$ cat config.mk
export PLATFORM = sky130hd
export DESIGN_NAME = bf16_mult_arbiter_flat
export DESIGN_NICKNAME = d
export VERILOG_FILES = /design/src/rtl/bf16_mult_arbiter_if.sv /design/src/rtl/bf16_mult_arbiter.sv /design/src/flat_wrapper.sv
export SDC_FILE = /design/constraint.sdc
export NUM_CORES = 1
export LEC_CHECK = 0
export BUFFER_PORTS_ARGS = -buffer_cell sky130_fd_sc_hd__buf_2
export CAP_MARGIN = 40
export CORE_AREA = 2 2 100 102
export DETAILED_ROUTE_END_ITERATION = 7
export DIE_AREA = 0 0 102 104
export GPL_TIMING_DRIVEN = 1
export PLACE_DENSITY_LB_ADDON = 0.05
export REMOVE_ABC_BUFFERS = 1
export SKIP_CTS_REPAIR_TIMING = 1
export SLEW_MARGIN = 20
export SYNTH_ARGS = -nofsm -noshare
export SYNTH_HDL_FRONTEND = slang
export SYNTH_SLANG_ARGS = --single-unit
export TNS_END_PERCENT = 100
$ cat constraint.sdc
create_clock -name clk -period 3.85 [get_ports clk]
set_input_delay 0.385 -clock clk [delete_from_list [all_inputs] [get_ports clk]]
set_output_delay 0.385 -clock clk [all_outputs]
set_load 0.02 [all_outputs]
$ cat src/rtl/bf16_mult_arbiter_if.sv
// ---------------------------------------------------------------------------
// bf16_mult_arbiter_if
//
// Bundles the requester-side handshakes and the shared-multiplier connection
// of bf16_mult_arbiter.
//
//   req_valid  [N_REQ]     requester i presents an operand pair
//   req_a/b    [N_REQ*16]  bf16 operands, lane i at [16i+15:16i]
//   req_ready  [N_REQ]     one-hot grant (accept = valid && ready)
//   resp_valid [N_REQ]     result slot i is full
//   resp_data  [N_REQ*16]  slot i product, same packing as req_a
//   resp_ready [N_REQ]     requester i consumes its result
//   mul_a/b    [16]        operands to the external multiplier
//   mul_c      [16]        product from the external multiplier
//
// Modports:
//   slave  - the arbiter itself
//   master - its environment: the requester lanes plus the multiplier
// ---------------------------------------------------------------------------
interface bf16_mult_arbiter_if #(
  parameter int N_REQ = 4
);

  logic [N_REQ-1:0]    req_valid;
  logic [N_REQ*16-1:0] req_a;
  logic [N_REQ*16-1:0] req_b;
  logic [N_REQ-1:0]    req_ready;
  logic [N_REQ-1:0]    resp_valid;
  logic [N_REQ*16-1:0] resp_data;
  logic [N_REQ-1:0]    resp_ready;
  logic [15:0]         mul_a;
  logic [15:0]         mul_b;
  logic [15:0]         mul_c;

  modport slave (
    input  req_valid, req_a, req_b, resp_ready, mul_c,
    output req_ready, resp_valid, resp_data, mul_a, mul_b
  );

  modport master (
    output req_valid, req_a, req_b, resp_ready, mul_c,
    input  req_ready, resp_valid, resp_data, mul_a, mul_b
  );

endinterface

$ cat src/rtl/bf16_mult_arbiter.sv
// ---------------------------------------------------------------------------
// bf16_mult_arbiter
//
// Shares one registered bf16 multiplier (instantiated outside this block)
// among N_REQ requesters. Each cycle at most one eligible requester is
// granted in round-robin order; its operands are steered onto mul_a/mul_b
// and its ID travels down a LAT-deep tag pipeline alongside the multiplier.
// When the tag emerges, mul_c is captured into that requester's one-entry
// result slot and held there until the requester takes it.
//
// Ports:
//   clk  - clock, all state on the rising edge
//   rst  - synchronous, active-high reset
//   bus  - bf16_mult_arbiter_if.slave (request/response handshakes and the
//          multiplier operand/product wires)
//
// Parameters:
//   N_REQ - number of requesters, 2..8
//   LAT   - multiplier latency from operand sample edge to valid product, >=1
// ---------------------------------------------------------------------------
module bf16_mult_arbiter #(
  parameter int N_REQ = 4,
  parameter int LAT   = 1
) (
  input  logic                      clk,
  input  logic                      rst,
  bf16_mult_arbiter_if.slave        bus
);

  localparam int IDW = (N_REQ > 1) ? $clog2(N_REQ) : 1;

  // -------------------------------------------------------------------------
  // State
  // -------------------------------------------------------------------------
  logic [IDW-1:0]   rr_reg;
  logic [IDW-1:0]   rr_next;
  logic [N_REQ-1:0] pending_reg;
  logic [N_REQ-1:0] pending_next;
  logic [N_REQ-1:0] resp_valid_reg;
  logic [N_REQ-1:0] resp_valid_next;
  logic [15:0]      slot_reg [N_REQ];

  logic             tag_vld_reg [LAT];
  logic [IDW-1:0]   tag_id_reg  [LAT];

  // -------------------------------------------------------------------------
  // Arbitration
  // -------------------------------------------------------------------------
  logic [N_REQ-1:0] elig;
  logic [N_REQ-1:0] grant;
  logic             accept;
  logic [IDW-1:0]   gnt_id;
  int               idx;

  // A lane with an operation in flight or an unconsumed result is not
  // eligible. pending only clears on the handshake edge, so a lane is never
  // re-granted in the same cycle its result is taken.
  assign elig = bus.req_valid & ~pending_reg;

  // Scan from rr upward, wrapping; the first eligible lane wins. Only valid
  // and pending feed this, never the operand data, so req_ready has no path
  // from req_a/req_b.
  always_comb begin
    accept = 1'b0;
    gnt_id = '0;
    idx    = 0;
    for (int k = 0; k < N_REQ; k++) begin
      idx = (int'(rr_reg) + k) % N_REQ;
      if (!accept && elig[idx[IDW-1:0]]) begin
        accept = 1'b1;
        gnt_id = idx[IDW-1:0];
      end
    end
    // Nothing may be granted while reset is held.
    if (rst) begin
      accept = 1'b0;
      gnt_id = '0;
    end
  end

  for (genvar gi = 0; gi < N_REQ; gi++) begin : g_grant
    assign grant[gi] = accept && (gnt_id == IDW'(gi));
  end

  assign bus.req_ready = grant;

  // Pointer moves just past the lane that was accepted; unchanged otherwise.
  always_comb begin
    rr_next = rr_reg;
    if (accept) begin
      if (gnt_id == IDW'(N_REQ - 1)) begin
        rr_next = '0;
      end else begin
        rr_next = gnt_id + IDW'(1);
      end
    end
  end

  // -------------------------------------------------------------------------
  // Issue: granted lane's operands, zero when idle.
  // -------------------------------------------------------------------------
  logic [15:0] mul_a_c;
  logic [15:0] mul_b_c;

  always_comb begin
    mul_a_c = 16'h0000;
    mul_b_c = 16'h0000;
    for (int k = 0; k < N_REQ; k++) begin
      if (grant[k]) begin
        mul_a_c = bus.req_a[16*k +: 16];
        mul_b_c = bus.req_b[16*k +: 16];
      end
    end
  end

  assign bus.mul_a = mul_a_c;
  assign bus.mul_b = mul_b_c;

  // -------------------------------------------------------------------------
  // Tag pipeline: mirrors the multiplier's latency so the product that
  // appears on mul_c can be routed back to the lane that issued it.
  // -------------------------------------------------------------------------
  for (genvar gi = 0; gi < LAT; gi++) begin : g_tag
    always_ff @(posedge clk) begin
      if (rst) begin
        tag_vld_reg[gi] <= 1'b0;
        tag_id_reg[gi]  <= '0;
      end else if (gi == 0) begin
        tag_vld_reg[gi] <= accept;
        tag_id_reg[gi]  <= gnt_id;
      end else begin
        tag_vld_reg[gi] <= tag_vld_reg[(gi > 0) ? gi - 1 : 0];
        tag_id_reg[gi]  <= tag_id_reg[(gi > 0) ? gi - 1 : 0];
      end
    end
  end

  logic           ret_vld;
  logic [IDW-1:0] ret_id;

  assign ret_vld = tag_vld_reg[LAT-1];
  assign ret_id  = tag_id_reg[LAT-1];

  // -------------------------------------------------------------------------
  // Result slots
  // -------------------------------------------------------------------------
  logic [N_REQ-1:0] slot_we;
  logic [N_REQ-1:0] resp_hs;

  for (genvar gi = 0; gi < N_REQ; gi++) begin : g_lane
    assign slot_we[gi] = ret_vld && (ret_id == IDW'(gi));
    assign resp_hs[gi] = resp_valid_reg[gi] && bus.resp_ready[gi];
    assign bus.resp_data[16*gi +: 16] = slot_reg[gi];
  end

  assign bus.resp_valid = resp_valid_reg;

  // A grant and a handshake never hit the same lane on one edge (grant needs
  // !pending, handshake needs a full slot, which implies pending). Likewise a
  // return and a handshake cannot coincide on a lane, since the return is
  // what fills the slot. The if/else ordering below is therefore only a
  // tie-break that never fires.
  always_comb begin
    pending_next    = pending_reg;
    resp_valid_next = resp_valid_reg;
    for (int k = 0; k < N_REQ; k++) begin
      if (grant[k]) begin
        pending_next[k] = 1'b1;
      end else if (resp_hs[k]) begin
        pending_next[k] = 1'b0;
      end
      if (slot_we[k]) begin
        resp_valid_next[k] = 1'b1;
      end else if (resp_hs[k]) begin
        resp_valid_next[k] = 1'b0;
      end
    end
  end

  always_ff @(posedge clk) begin
    if (rst) begin
      rr_reg         <= '0;
      pending_reg    <= '0;
      resp_valid_reg <= '0;
      for (int k = 0; k < N_REQ; k++) begin
        slot_reg[k] <= 16'h0000;
      end
    end else begin
      rr_reg         <= rr_next;
      pending_reg    <= pending_next;
      resp_valid_reg <= resp_valid_next;
      // Products are stored bit-exact; Inf/NaN/zero are not interpreted.
      for (int k = 0; k < N_REQ; k++) begin
        if (slot_we[k]) begin
          slot_reg[k] <= bus.mul_c;
        end
      end
      // A product returning to a lane whose slot is still full would be lost.
      if (ret_vld) begin
        assert (!resp_valid_reg[ret_id]);
      end
    end
  end

endmodule
$ cat src/flat_wrapper.sv
// flat-port wrapper written by rule: the top's interface ports become plain ports
module bf16_mult_arbiter_flat 
#(
  parameter int N_REQ = 4,
  parameter int LAT   = 1
)
  (clk, rst, bus_req_valid, bus_req_a, bus_req_b, bus_resp_ready, bus_mul_c, bus_req_ready, bus_resp_valid, bus_resp_data, bus_mul_a, bus_mul_b);
  bf16_mult_arbiter_if #(.N_REQ(N_REQ)) bus_i ();
  input  logic clk;
  input  logic rst;
  input wire logic [$bits(bus_i.req_valid)-1:0] bus_req_valid;
  input wire logic [$bits(bus_i.req_a)-1:0] bus_req_a;
  input wire logic [$bits(bus_i.req_b)-1:0] bus_req_b;
  input wire logic [$bits(bus_i.resp_ready)-1:0] bus_resp_ready;
  input wire logic [$bits(bus_i.mul_c)-1:0] bus_mul_c;
  output wire logic [$bits(bus_i.req_ready)-1:0] bus_req_ready;
  output wire logic [$bits(bus_i.resp_valid)-1:0] bus_resp_valid;
  output wire logic [$bits(bus_i.resp_data)-1:0] bus_resp_data;
  output wire logic [$bits(bus_i.mul_a)-1:0] bus_mul_a;
  output wire logic [$bits(bus_i.mul_b)-1:0] bus_mul_b;
  assign bus_i.req_valid = bus_req_valid;
  assign bus_i.req_a = bus_req_a;
  assign bus_i.req_b = bus_req_b;
  assign bus_i.resp_ready = bus_resp_ready;
  assign bus_i.mul_c = bus_mul_c;
  assign bus_req_ready = bus_i.req_ready;
  assign bus_resp_valid = bus_i.resp_valid;
  assign bus_resp_data = bus_i.resp_data;
  assign bus_mul_a = bus_i.mul_a;
  assign bus_mul_b = bus_i.mul_b;
  bf16_mult_arbiter #(.N_REQ(N_REQ), .LAT(LAT)) u_core (.clk(clk), .rst(rst), .bus(bus_i));
endmodule
Word level (Yosys, flattened, before mapping)

Memory sizes are Yosys's and may differ from the RTL's.
Cells that the tools add are included.

Flip-flop bits (word level): 10
Bits in latches: 0
Memory bits (writable): 67
ROM bits: 0
Input bits: 154
Output and inout bits: 104
Logic and storage cells: 124
Memories kept: 3

Add/sub/neg operators: 4
Multiply operators: 0
Div/mod/pow operators: 0
Magnitude comparators: 4
Equality and inequality tests: 6
Shift operators: 0
Muxes and demuxes: 62
Bitwise operators: 6
Reduce and logical (&&, ||, !) cells: 30

Memory list:

| memory             | depth | bits a word | rd ports | clocked after memory_dff | write ports | RTL line                | text |
|---|---|---|---|---|---|---|---|
| u_core.slot_reg    | 4     | 16          | 4        | 0                        | 4           | bf16_mult_arbiter.sv:41 | `logic [15:0] slot_reg [N_REQ];` |
| u_core.tag_id_reg  | 1     | 2           | 1        | 0                        | 1           | bf16_mult_arbiter.sv:44 | `logic [IDW-1:0] tag_id_reg [LAT];` |
| u_core.tag_vld_reg | 1     | 1           | 1        | 0                        | 1           | bf16_mult_arbiter.sv:43 | `logic tag_vld_reg [LAT];` |

Operator list:

| cell                                                                          | number |
|---|---|
| 16-bit two-way mux                                                            | 12 |
| 1-bit two-way mux                                                             | 39 |
| 2-bit nonzero test                                                            | 8 |
| 1-bit logical AND                                                             | 15 |
| 2-bit two-way mux                                                             | 7 |
| 2-bit by 3-bit less-than comparator with 1-bit output (second input constant) | 4 |
| 1-bit binary-select mux with 2-bit select                                     | 4 |
| 2-bit equality test (second input constant)                                   | 4 |
| 2-bit by 1-bit adder with 2-bit output (second input constant)                | 2 |
| 2-bit adder (second input constant)                                           | 2 |
| 4-bit AND                                                                     | 1 |
| 2-bit by 1-bit equality test with 1-bit output (second input constant)        | 2 |
| 2-bit logical NOT                                                             | 2 |
| 4-bit inverter                                                                | 1 |
| 1-bit bitwise OR                                                              | 4 |
| 1-bit logical NOT                                                             | 3 |
| 2-bit OR reduction                                                            | 1 |
| 1-bit OR reduction                                                            | 1 |

Longest topological paths before layout

Depth in word-level cells: 21
Gate-level depth with buffers: 13
Depth with buffers taken out: 9

Worst setup path after synthesis

OpenSTA, ideal clock, no wires.

Path kind: input to output
From: input port bus_req_valid[2]
To: output port bus_mul_a[10]
Arrival: 2.499 ns
Required time: 3.465 ns
Slack: 0.966 ns
Stages: 12
Path buffers: 3
Cells stage by stage: nor2b_1 > nor4_1 > nor3_1 > o211ai_1 > ha_1 > buf_6 > nor2b_4 > buf_6 > buf_6 > a221oi_1 > a211o_1 > a21oi_1

Word-level cells in the longest chain between the ends: 20
Elaborated cells between the ends (all ways): 37
Those cells by class: eq/ne (3); mux (22); bitwise (1); reduce/logical (11)

Ends and longest elaborated chain:

| item                                      | RTL line                 | text |
|---|---|---|
| start, declared                           | flat_wrapper.sv:11       | `input wire logic [$bits(bus_i.req_valid)-1:0] bus_req_valid;` |
| 4-bit AND (*)                             | bf16_mult_arbiter.sv:58  | `assign elig = bus.req_valid & ~pending_reg;` |
| 1-bit binary-select mux with 2-bit select | bf16_mult_arbiter.sv:69  | `if (!accept && elig[idx[IDW-1:0]]) begin` |
| 1-bit two-way mux (implied by the code)   | bf16_mult_arbiter.sv:69  |  |
| 1-bit two-way mux                         | bf16_mult_arbiter.sv:69  |  |
| 1-bit logical NOT                         | bf16_mult_arbiter.sv:69  |  |
| 1-bit logical AND                         | bf16_mult_arbiter.sv:69  |  |
| 1-bit two-way mux                         | bf16_mult_arbiter.sv:69  |  |
| 1-bit logical NOT                         | bf16_mult_arbiter.sv:69  |  |
| (+2 left out)                             | -                        |  |
| 1-bit logical NOT                         | bf16_mult_arbiter.sv:69  |  |
| 1-bit logical AND                         | bf16_mult_arbiter.sv:69  |  |
| 2-bit two-way mux                         | bf16_mult_arbiter.sv:69  |  |
| 2-bit two-way mux                         | bf16_mult_arbiter.sv:75  | `if (rst) begin` |
| 2-bit logical NOT                         | bf16_mult_arbiter.sv:82  | `assign grant[gi] = accept && (gnt_id == IDW'(gi));` |
| 1-bit logical AND                         | bf16_mult_arbiter.sv:82  |  |
| 16-bit two-way mux (3 in series)          | bf16_mult_arbiter.sv:109 | `if (grant[k]) begin` |
| 16-bit two-way mux (*)                    | bf16_mult_arbiter.sv:109 |  |
| end, declared                             | flat_wrapper.sv:19       | `output wire logic [$bits(bus_i.mul_a)-1:0] bus_mul_a;` |

Every way passes the cells marked *; elsewhere a longest branch is shown, timed or not. The select of a mux whose other input is x is not followed.

Worst setup path after layout

From: register u_core.pending_reg[3]
To: output port bus_mul_b[9]

Word-level cells in the longest chain between the ends: 21
Elaborated cells between the ends (all ways): 38
Those cells by class: eq/ne (3); mux (22); bitwise (2); reduce/logical (11)

Ends and longest elaborated chain:

| item                                      | RTL line                 | text |
|---|---|---|
| start, declared                           | bf16_mult_arbiter.sv:37  | `logic [N_REQ-1:0] pending_reg;` |
| start signal, assigned                    | bf16_mult_arbiter.sv:190 | `pending_reg <= pending_next;` |
| 4-bit inverter (*)                        | bf16_mult_arbiter.sv:58  |  |
| 4-bit AND (*)                             | bf16_mult_arbiter.sv:58  |  |
| 1-bit binary-select mux with 2-bit select | bf16_mult_arbiter.sv:69  |  |
| 1-bit two-way mux (implied by the code)   | bf16_mult_arbiter.sv:69  |  |
| 1-bit two-way mux                         | bf16_mult_arbiter.sv:69  |  |
| 1-bit logical NOT                         | bf16_mult_arbiter.sv:69  |  |
| 1-bit logical AND                         | bf16_mult_arbiter.sv:69  |  |
| 1-bit two-way mux                         | bf16_mult_arbiter.sv:69  |  |
| (+4 left out)                             | -                        |  |
| 1-bit logical AND                         | bf16_mult_arbiter.sv:69  |  |
| 2-bit two-way mux (*)                     | bf16_mult_arbiter.sv:69  |  |
| 2-bit two-way mux (*)                     | bf16_mult_arbiter.sv:75  |  |
| net u_core.gnt_id[0]                      | bf16_mult_arbiter.sv:52  | `logic [IDW-1:0] gnt_id;` |
| 2-bit logical NOT                         | bf16_mult_arbiter.sv:82  |  |
| 1-bit logical AND                         | bf16_mult_arbiter.sv:82  |  |
| 16-bit two-way mux (3 in series)          | bf16_mult_arbiter.sv:109 |  |
| 16-bit two-way mux (*)                    | bf16_mult_arbiter.sv:109 |  |
| end, declared                             | flat_wrapper.sv:20       | `output wire logic [$bits(bus_i.mul_b)-1:0] bus_mul_b;` |

Mark *: on every way through the listed nets, which the timed path passes. The rest lies on a longest branch. The select of a mux whose other input is x is not followed.

==> reports/qor.csv <==
stage,metric,value,unit
sta,fmax,280,MHz
critical_path,critPathKind,flip-flop to output pin,
route,wl,13900,µm
grt,grt_antenna_before_repair,4,
pwr,power_density,432,mW/mm²
critical_path,path_cells,nand2b_1 -> o21ai_0 -> o211a_1 -> ha_1 -> buf_4 -> a221oi_1 -> a211o_1 -> a21oi_1 -> buf_2,
cells_and_area,nFillCells,851,
sta,finalCriticalPeriod,3570,ps
floorplan,core_area,0.00955,mm²
synth,synth.avg_cell_area,10.5,µm²
placed_design,dp_cells,785,
hold_path,hp-start,bus_mul_c[13],
placed_design,port_buffers,257,
synth,synth_top_area_cell,edfxtp_1,
critical_path,worst_ep_required_time,3460,ps
sta,final_max_slew_viol_count,0,
critical_path,crit_fanout,34,
placed_design,hpwl,10800,µm
sta,fin_skew,6.57,ps
clock_network,htree_num_levels,3,
route,wire_per_inst,17.3,µm
cells_and_area,nNetsFinal,822,
synth,yosys-top-cells-area,"edfxtp_1 44%, and2_1 9.8%, a211o_1 6.5%",
synth,synth_cell_types,38,
hold_path,hp-class,primary input to flip-flop,
sta,hold_violations,0,
clock_network,clk_path_buf_depth,2,
critical_path,crit_path_start_kind,flip-flop,
pwr,ir_drop,0.195,mV
clock_network,cts_tree,done,
clock_network,cts_sinks,77,
synth,synth_top_cell_area_share,44.3,%
cells_and_area,largest_reg_flops,64,
critical_path,max_stage_delay,440,ps
route,drt_iter0_markers,274,
clock_network,clk_pin_slew,90,ps
critical_path,startpoint,u_core.pending_reg[3],
floorplan,die_w,102,µm
clock_network,worstSkewPairLatency,350,ps
route,drc,0,
critical_path,arrival,3180,ps
route,viasPerCell,5.28,
sta,timing.final.crit_share,92.7,%
clock_network,cts_buffers,9,
pwr,power_leakage,0.00297,µW
grt,grt_usage,25.3,%
grt,grt.overflow.total,0,
synth,synth_seq_cells,77,
synth,yosysSeqAreaShare,50.3,%
cells_and_area,area_growth,38.0,%
grt,grt_pass1_vias,3884,
cells_and_area,drive_above_1_share,47.1,%
sta,fin_tns_setup,0,ps
run,maxCapViolCount,0,
synth,yosys_warnings,0,
floorplan,die-area,0.0106,mm²
route,first_pass_iters,5,
sta,worstMarginPinSlew,730,ps
route,ant_nets,0,
critical_path,cpMaxStageDelayCell,o21ai_0,
placed_design,gp_congestion,1.03,
outcome,outcome,completed,
floorplan,start_util,45.4,%
floorplan,ios,258,
synth,synthCells,413,
critical_path,end_kind,output pin,
sta,setup_viol,0,
route,num_vias,4256,
grt,grt_pass1_wl,20600,µm
clock_network,clock-root-buffer,clkbuf_8,
floorplan,num_rows,36,
sta,grt_setup_unrepaired,no,
cells_and_area,seqCellArea,0.00218,mm²
sta,max_slew_margin,51.3,%
grt,grt_max_degree,39,
critical_path,r2r_start,u_core.pending_reg[2],
cells_and_area,final_cell_count_no_fill,806,
floorplan,die_h,104,µm
synth,netlist_area,0.00434,mm²
cells_and_area,multi_input_area,0.00184,mm²
-- layer usage --
| layer | part of all wire (%) | up-vias | track usage [%] |
|---|---|---|---|
| li1 | - | 2009 | - |
| met1 | 38 | 2027 | 30.9 |
| met2 | 53 | 201 | 44.5 |
| met3 | 6.8 | 19 | 3.90 |
| met4 | 1.6 | 0 | 9.05 |
| met5 | 0 | - | 0 |
-- cells in the mapped netlist, drive strengths merged --
cell and instances:
and2 68, edfxtp 64, a21oi 38, nand2 38
inv 34, a211o 32, a221oi 32, buf 22
dfxtp 13, nor2 13, clkbuf 12, nand2b 6
a22oi 5, a21o 4, ha 4, nor2b 4
o211a 4, o21bai 4, nor3 3, nor3b 2
o211ai 2, a41oi 1, mux2i 1, nand4 1
nor4 1, o21ai 1, o221ai 1, o22a 1
o22ai 1, or2b 1
-- layout by cell type, fill, tap and decap left out, types with 6 or more instances in the layout --
cell type,instances
buf_2,257
and2_1,68
edfxtp_1,64
nand2_1,38
inv_1,34
a211o_1,32
a221oi_1,31
a21oi_1,29
dfxtp_1,13
nor2_1,11
buf_4,11
a21oi_2,9
clkbuf_8,9
nand2b_1,6
-- kinds of logic (layout without fill, tap and decap cells) --
logic type,Yosys count,after routing,share of synthesized area [%]
other,0,4,0
adders and majority gates,4,4,1.15
and+or+nand+nor,137,137,17.9
buffers and inverters,68,324,7.62
DFF,77,77,50.3
muxes,1,1,0.231
AOI/OAI and AO/OA,126,126,22.8
-- per-stage QoR --
| stage | cell area (µm²) | hold slack (ps) | worst slack [ps] | utilization (%) | total power (µW) |
|---|---|---|---|---|---|
| final | 5980 | 339 | 282 | 62.7 | 2590 |
| after global placement | 5680 | 456 | 504 | 59.5 | 1940 |
| after floorplan | 4130 | 454 | 277 | - | 1610 |
| after global routing | 5980 | 330 | 110 | 62.7 | 2710 |
| after detailed placement | 5750 | 466 | 333 | 60.2 | 1960 |
| after CTS | 5950 | 324 | 98.8 | 62.4 | 2580 |
-- cell type report --
cell class / count / area share, %
clock inverter: 7 / 1.38
sequential: 77 / 36.5
clock buffer: 9 / 2.07
multi-input combinational: 268 / 30.8
inverter: 34 / 2.13
tap: 133 / 2.78
antenna: 4 / 0.167
timing repair buffer: 274 / 24.2
-- path summary, 6_finish.rpt --
check	endpoint	slack [ps]	cells after the start
hold reg to reg	u_core.bus.resp_valid[1]	490	1
setup reg to reg	u_core.pending_reg[3]	1370	8
hold / removal	u_core.slot_reg[3][13]	340	2
setup / recovery	bus_mul_b[9]	280	9
-- worst max-delay path, delay by kind of cell, from the launching register on --
kind / cells / cell delay, ps
buffers and inverters: 2 / 590
adder cells (fa/ha/maj): 1 / 230
AND/OR/NAND/NOR: 1 / 260
flip-flops: 1 / 350
AO/OA/AOI/OAI: 5 / 1410
-- power breakdown --
group          switching (µW)  internal, µW  leakage (µW)  total, µW
sequential               36.9           980      0.000777       1020
clock                     319           309     0.0000984        629
combinational             545           397       0.00210        942
total                     901          1690       0.00297       2590
No activity file was read; power rests on OpenSTA's default activity.
